--- src/rtl/bits_detector_pkg.sv ---
// Shared constants and FSM state encoding for the bits detector
// controller; also reused by encoder-side benches.
package bits_detector_pkg;

   localparam int BANKS      = 4;
   localparam int BANK_W     = $clog2(BANKS);
   localparam int PRE_LEN    = 6;
   localparam logic [PRE_LEN-1:0] PREAMBLE = 6'b101011;
   localparam int DWELL      = 64;
   localparam int FLUSH_STRB = 2;
   localparam int GAP_MAX    = 48;
   localparam int NBITS_W    = 8;

   localparam int FLUSH_W = $clog2(FLUSH_STRB) + 1;
   localparam int DWELL_W = $clog2(DWELL) + 1;
   localparam int GAP_W   = $clog2(GAP_MAX) + 1;
   localparam int PAY_W   = NBITS_W + 1;

   typedef enum logic [2:0] {
      IDLE,
      FLUSH,
      SEARCH,
      PAYLOAD,
      DONE,
      FAIL
   } state_t;

endpackage

--- src/rtl/bits_detector_ctrl_if.sv ---
// Control/data bundle between the environment, the detector
// and the bits detector controller.
interface bits_detector_ctrl_if;
   import bits_detector_pkg::*;

   logic               start;
   logic [NBITS_W-1:0] num_bits;
   logic               in_vld;
   logic               det_dat;
   logic               det_vld;
   logic               det_rst;
   logic [BANK_W-1:0]  frequency_bank;
   logic               out_dat;
   logic               out_vld;
   logic               out_last;
   logic               busy;
   logic               locked;
   logic               done;
   logic               fail;

   modport master (
      output start, num_bits, in_vld, det_dat, det_vld,
      input  det_rst, frequency_bank, out_dat, out_vld,
      input  out_last, busy, locked, done, fail
   );

   modport slave (
      input  start, num_bits, in_vld, det_dat, det_vld,
      output det_rst, frequency_bank, out_dat, out_vld,
      output out_last, busy, locked, done, fail
   );

endinterface

--- src/rtl/preamble_matcher.sv ---
// Preamble search: LSB-in shift register with a match
// evaluated on the value the register is about to take.
module preamble_matcher
   import bits_detector_pkg::*;
(
   input  logic clk,
   input  logic rst,
   input  logic clr,
   input  logic shift_en,
   input  logic din,
   output logic match
);

   logic [PRE_LEN-1:0] sr;
   logic [PRE_LEN-1:0] sr_nxt;

   assign sr_nxt = {sr[PRE_LEN-2:0], din};
   assign match  = shift_en && (sr_nxt == PREAMBLE);

   always_ff @(posedge clk) begin
      if (rst || clr) begin
         sr <= '0;
      end else if (shift_en) begin
         sr <= sr_nxt;
      end
   end

endmodule

--- src/rtl/bits_detector_ctrl.sv ---
// Sweeps detector banks looking for the preamble, then forwards
// num_bits payload bits from the locked bank.
module bits_detector_ctrl
   import bits_detector_pkg::*;
(
   input logic           clk,
   input logic           rst,
   bits_detector_ctrl_if.slave bus
);

   state_t state;
   state_t state_nxt;

   logic [NBITS_W-1:0] nb;
   logic [BANK_W-1:0]  bank;
   logic [FLUSH_W-1:0] flush_cnt;
   logic [DWELL_W-1:0] dwell_cnt;
   logic [GAP_W-1:0]   gap_cnt;
   logic [PAY_W-1:0]   pay_cnt;
   logic [PAY_W-1:0]   nb_m1;
   logic dat_q, vld_q, last_q;
   logic accept, flush_end, shift_en, match;
   logic dwell_end, last_bank, take_bit, last_bit, gap_end;

   assign accept    = state == IDLE && bus.start;
   assign flush_end = state == FLUSH && bus.in_vld &&
                      flush_cnt == FLUSH_W'(FLUSH_STRB - 1);
   assign shift_en  = state == SEARCH && bus.det_vld;
   assign dwell_end = state == SEARCH && bus.in_vld &&
                      dwell_cnt == DWELL_W'(DWELL - 1);
   assign last_bank = bank == BANK_W'(BANKS - 1);
   assign take_bit  = state == PAYLOAD && bus.det_vld;
   assign nb_m1     = PAY_W'(nb) - PAY_W'(1);
   assign last_bit  = take_bit && pay_cnt == nb_m1;
   // A bit arriving on the expiry strobe keeps the lock alive
   assign gap_end   = state == PAYLOAD && !bus.det_vld &&
                      bus.in_vld && gap_cnt == GAP_W'(GAP_MAX - 1);

   preamble_matcher u_match (
      .clk      (clk),
      .rst      (rst),
      .clr      (flush_end),
      .shift_en (shift_en),
      .din      (bus.det_dat),
      .match    (match)
   );

   always_comb begin
      state_nxt   = state;
      bus.det_rst = 1'b1;
      bus.busy    = 1'b0;
      bus.locked  = 1'b0;
      bus.done    = 1'b0;
      bus.fail    = 1'b0;
      unique case (state)
         IDLE: begin
            if (accept) state_nxt = FLUSH;
         end
         FLUSH: begin
            bus.busy = 1'b1;
            if (flush_end) state_nxt = SEARCH;
         end
         SEARCH: begin
            bus.det_rst = 1'b0;
            bus.busy    = 1'b1;
            if (match) state_nxt = (nb == '0) ? DONE : PAYLOAD;
            else if (dwell_end) state_nxt = last_bank ? FAIL : FLUSH;
         end
         PAYLOAD: begin
            bus.det_rst = 1'b0;
            bus.busy    = 1'b1;
            bus.locked  = 1'b1;
            if (last_bit) state_nxt = DONE;
            else if (gap_end) state_nxt = FAIL;
         end
         DONE: begin
            bus.done  = 1'b1;
            state_nxt = IDLE;
         end
         FAIL: begin
            bus.fail  = 1'b1;
            state_nxt = IDLE;
         end
         default: state_nxt = IDLE;
      endcase
   end

   always_ff @(posedge clk) begin
      if (rst) begin
         state     <= IDLE;
         nb        <= '0;
         bank      <= '0;
         flush_cnt <= '0;
         dwell_cnt <= '0;
         gap_cnt   <= '0;
         pay_cnt   <= '0;
         dat_q     <= 1'b0;
         vld_q     <= 1'b0;
         last_q    <= 1'b0;
      end else begin
         state  <= state_nxt;
         vld_q  <= take_bit;
         dat_q  <= take_bit & bus.det_dat;
         last_q <= last_bit;
         if (accept) begin
            nb   <= bus.num_bits;
            bank <= '0;
         end
         if (state == FLUSH && bus.in_vld)
            flush_cnt <= flush_end ? '0 : flush_cnt + FLUSH_W'(1);
         if (flush_end)
            dwell_cnt <= '0;
         else if (state == SEARCH && bus.in_vld)
            dwell_cnt <= dwell_cnt + DWELL_W'(1);
         if (dwell_end && !match && !last_bank)
            bank <= bank + BANK_W'(1);
         if (match) begin
            pay_cnt <= '0;
            gap_cnt <= '0;
         end else if (take_bit) begin
            pay_cnt <= pay_cnt + PAY_W'(1);
            gap_cnt <= '0;
         end else if (state == PAYLOAD && bus.in_vld) begin
            gap_cnt <= gap_cnt + GAP_W'(1);
         end
      end
   end

   assign bus.frequency_bank = bank;
   assign bus.out_dat        = dat_q;
   assign bus.out_vld        = vld_q;
   assign bus.out_last       = last_q;

endmodule

--- src/flat_wrapper.sv ---
// flat-port wrapper written by rule: the top's interface ports become plain ports
module bits_detector_ctrl_flat import bits_detector_pkg::*;
  (clk, rst, bus_start, bus_num_bits, bus_in_vld, bus_det_dat, bus_det_vld, bus_det_rst, bus_frequency_bank, bus_out_dat, bus_out_vld, bus_out_last, bus_busy, bus_locked, bus_done, bus_fail);
  bits_detector_ctrl_if bus_i ();
  input logic clk;
  input logic rst;
  input wire logic [$bits(bus_i.start)-1:0] bus_start;
  input wire logic [$bits(bus_i.num_bits)-1:0] bus_num_bits;
  input wire logic [$bits(bus_i.in_vld)-1:0] bus_in_vld;
  input wire logic [$bits(bus_i.det_dat)-1:0] bus_det_dat;
  input wire logic [$bits(bus_i.det_vld)-1:0] bus_det_vld;
  output wire logic [$bits(bus_i.det_rst)-1:0] bus_det_rst;
  output wire logic [$bits(bus_i.frequency_bank)-1:0] bus_frequency_bank;
  output wire logic [$bits(bus_i.out_dat)-1:0] bus_out_dat;
  output wire logic [$bits(bus_i.out_vld)-1:0] bus_out_vld;
  output wire logic [$bits(bus_i.out_last)-1:0] bus_out_last;
  output wire logic [$bits(bus_i.busy)-1:0] bus_busy;
  output wire logic [$bits(bus_i.locked)-1:0] bus_locked;
  output wire logic [$bits(bus_i.done)-1:0] bus_done;
  output wire logic [$bits(bus_i.fail)-1:0] bus_fail;
  assign bus_i.start = bus_start;
  assign bus_i.num_bits = bus_num_bits;
  assign bus_i.in_vld = bus_in_vld;
  assign bus_i.det_dat = bus_det_dat;
  assign bus_i.det_vld = bus_det_vld;
  assign bus_det_rst = bus_i.det_rst;
  assign bus_frequency_bank = bus_i.frequency_bank;
  assign bus_out_dat = bus_i.out_dat;
  assign bus_out_vld = bus_i.out_vld;
  assign bus_out_last = bus_i.out_last;
  assign bus_busy = bus_i.busy;
  assign bus_locked = bus_i.locked;
  assign bus_done = bus_i.done;
  assign bus_fail = bus_i.fail;
  bits_detector_ctrl u_core (.clk(clk), .rst(rst), .bus(bus_i));
endmodule
--- config.mk ---
export PLATFORM = sky130hd
export DESIGN_NAME = bits_detector_ctrl_flat
export DESIGN_NICKNAME = d
export VERILOG_FILES = /design/src/rtl/bits_detector_pkg.sv /design/src/rtl/bits_detector_ctrl_if.sv /design/src/rtl/preamble_matcher.sv /design/src/rtl/bits_detector_ctrl.sv /design/src/flat_wrapper.sv
export SDC_FILE = /design/constraint.sdc
export NUM_CORES = 1
export LEC_CHECK = 0
export CORE_ASPECT_RATIO = 2
export CORE_MARGIN = 4
export CORE_UTILIZATION = 58
export CTS_BUF_LIST = sky130_fd_sc_hd__clkbuf_4 sky130_fd_sc_hd__clkbuf_8 sky130_fd_sc_hd__clkbuf_16
export CTS_CLUSTER_DIAMETER = 60
export DETAILED_ROUTE_END_ITERATION = 6
export PLACE_DENSITY_LB_ADDON = 0.05
export SLEW_MARGIN = 20
export SYNTH_ARGS = -nofsm -noshare
export SYNTH_HDL_FRONTEND = slang
export SYNTH_SLANG_ARGS = --single-unit
--- constraint.sdc ---
create_clock -name clk -period 5.85 [get_ports clk]
set_clock_uncertainty 0.05 [all_clocks]
set_input_delay 1.4625 -clock clk [delete_from_list [all_inputs] [get_ports clk]]
set_output_delay 1.4625 -clock clk [all_outputs]
set_load 0.02 [all_outputs]
==> flow_summary.ini <==
[worst_setup_path]
cp-start-kind = flop
critPathMaxStageDelay_ns = 0.68
arrival_ns = 1.96
crit_path_top_delay_cell = clkdlybuf4s50_1
endpoint_kind = primary output
cp_cell_sequence = and3b_1 -> clkdlybuf4s50_1
critPathMaxFanout = 12
cp.required_ns = 4.34
worst-setup-path-type = flop to primary output

[grt]
grt_pass1_wl_mm = 8.31
grt_max_degree = 19
grt_overflow = 0
grt_pass1_vias = 1915
antenna_found_initial = 0
grt_use_total_pct = 21.0

[timing]
relSlewSlack_pct = 52.7
timing.fmax_mhz = 288
rsz0062_at_grt = false
period_share_pct = 59.3
final.min_clock_period_ns = 3.47
fin_ws_ns = 2.38
worst_pin_slew_ns = 0.708
fin_setup_tns_ns = 0
finalHoldViolCount = 0
finalSetupViolations = 0
drv_slew = 0

[outcome]
status = finished clean

[power_and_ir_drop]
p_int_uw = 476
sw_frac_of_total_pct = 28.6
p_sw_uw = 191
powerDensity_nw_per_um2 = 251
p_clk_share_pct = 28.0
power_frac_comb_pct = 20.2
p_leak_uw = 0.000959
pwr-share-seq_pct = 51.7
max-vdd-ir-drop_mv = 0.195

[placed_design]
dp_hpwl_mm = 3.70
gp_congestion = 0.778
port_buffers = 23
dp_slack_ns = 2.27

[clock_tree]
root_buffer = clkbuf_8
cts_tree = done
h-tree-depth = 2
clk_pin_slew_ns = 0.08
cts_hold_buffers = 0
clock_latency_ns = 0.29
cts_setup_buffers = 0
clock_sinks = 46
clock_path_buffers = 2
post_cts_resized = 0
cts_buffers = 5

[final_layout]
syn2layout_area_growth_pct = 13.7
drive_above_1_share_pct = 6.42
diodes = 0
nFillCells = 353
fin_nets = 316

[routing]
drc = 0
vias_per_cell = 5.67
wl_per_cell_um = 13.8
dr.pass1.iters = 4
drtIter0Drc = 37
wirelength_mm = 4.80
antenna_left = 0
route.vias.total = 1967

[logic_synthesis]
syn_area_um2 = 2330
synth.distinct_cells = 47
seq_area_frac_synth_pct = 39.5
netlist_instances = 279
synth_edf_count = 0
synth-seq-cells = 46
synth_top_area_share_pct = 39.5
async_reset_ff_share_pct = 0
synth_top_area_cell = dfxtp_1
ys_warn_count = 0
yosys-top-cells-area = dfxtp_1 39%, nand2_1 5.8%, nor2_1 5.6%
synthTopCellsByCount = 46 x dfxtp_1, 36 x nand2_1, 35 x nor2_1, 21 x a21oi_1, 14 x xor2_1
syn_nets = 299
synth_ff_type = dfxtp_1
avgSynthCellArea_um2 = 8.36
synth.most_common_cell = dfxtp_1

[floorplan]
die_x_um = 52.9
rows = 32
core_area_um2 = 3880
io_pins = 24
start_util_pct = 60.1
die-area_um2 = 5160
die_h_um = 97.7

[job]
maxCapViolCount = 0

[min_path]
hp-class = flop to flop
==> critical path, delay by kind of cell (launching register included) <==
family / cells / cell delay, ns
DFF: 1 / 0.54
and+or+nand+nor: 1 / 0.44
buffers and inverters: 1 / 0.68
==> worst paths after layout <==
kind | from | to | slack, ns | depth (start not counted)
max | u_core.state[1] | bus_locked | 2.38 | 2
min | u_core.dwell_cnt[6] | u_core.dwell_cnt[6] | 0.43 | 2
max reg2reg | u_core.nb[0] | u_core.state[1] | 3.44 | 7
min reg2reg | u_core.dwell_cnt[6] | u_core.dwell_cnt[6] | 0.43 | 2
==> state kept, by name, indices dropped and copies added (netlist names) <==
register and cells:
u_core.state 3, u_core.flush_cnt 2, u_core.dwell_cnt 7, u_core.pay_cnt 9, u_core.gap_cnt 7, u_core.bus.out_dat 1
u_core.u_match.sr 5, u_core.bus.out_vld 1, u_core.nb 8, u_core.bus.out_last 1, u_core.bus.frequency_bank 2
==> routing by layer <==
| layer | vias to the layer above | share of wire, % | GRT usage (%) |
|---|---|---|---|
| met4 | 0 | 2.2 | 8.66 |
| met3 | 8 | 2.5 | 3.69 |
| met2 | 35 | 56 | 39.1 |
| met1 | 924 | 40 | 21.6 |
| li1 | 1000 | - | - |
| met5 | - | 0 | 0 |
==> power by group through the flow <==
| stage | clock (uW) | sequential (uW) | combinational (uW) |
|---|---|---|---|
| after floorplan | 0 | 342 | 108 |
| after CTS | 193 | 345 | 136 |
| final | 187 | 345 | 135 |
| after global placement | 0 | 352 | 133 |
| after global routing | 207 | 348 | 152 |
| after detailed placement | 0 | 352 | 135 |
==> logic make-up (layout without fill, tap and decap cells) <==
group	after synthesis	after routing	synth area share, %
AND/OR/NAND/NOR	131	131	29.6
flip-flops	46	46	39.5
AO/OA/AOI/OAI	42	42	11.1
XOR/XNOR	27	27	10.1
buffers and inverters	21	38	3.91
adder cells (fa/ha/maj)	6	6	3.22
multiplexers	6	6	2.57
==> cell usage in the layout, fill, tap and decap left out, drive strengths merged, types with 2 or more instances in the layout <==
master,n
nor4b,2
nand2,36
mux2i,6
inv,7
xor2,14
nand4,8
dfxtp,46
and3,3
a21oi,21
o21ai,8
or3,7
nor2,35
clkdlybuf4s50,23
and2,5
xnor2,13
and4b,2
ha,6
nor4bb,2
nor3,9
a31oi,2
clkbuf,6
nand3,11
a211oi,3
==> final cells by class <==
cell class                 count  area [um^2]  area share [%]
clock buffer                   6         76.3            2.88
multi-input combinational    212         1320            49.8
tap                           51         63.8            2.40
inverter                       7         26.3           0.990
timing repair buffer          24          238            8.96
clock inverter                 1         7.51           0.283
sequential                    46          921            34.7
==> per-stage QoR <==
step / instances / area, um^2 / power (uW) / util [%] / hold slack [ns]
floorplan: 279 / 2330 / 451 / - / 0.382
global placement: 340 / 2570 / 485 / 66.2 / 0.399
detailed placement: 340 / 2570 / 487 / 66.2 / 0.409
CTS: 347 / 2650 / 674 / 68.3 / 0.425
global route: 347 / 2650 / 707 / 68.3 / 0.454
finish: 347 / 2650 / 667 / 68.3 / 0.426
Power figures use the tool's default switching activity.
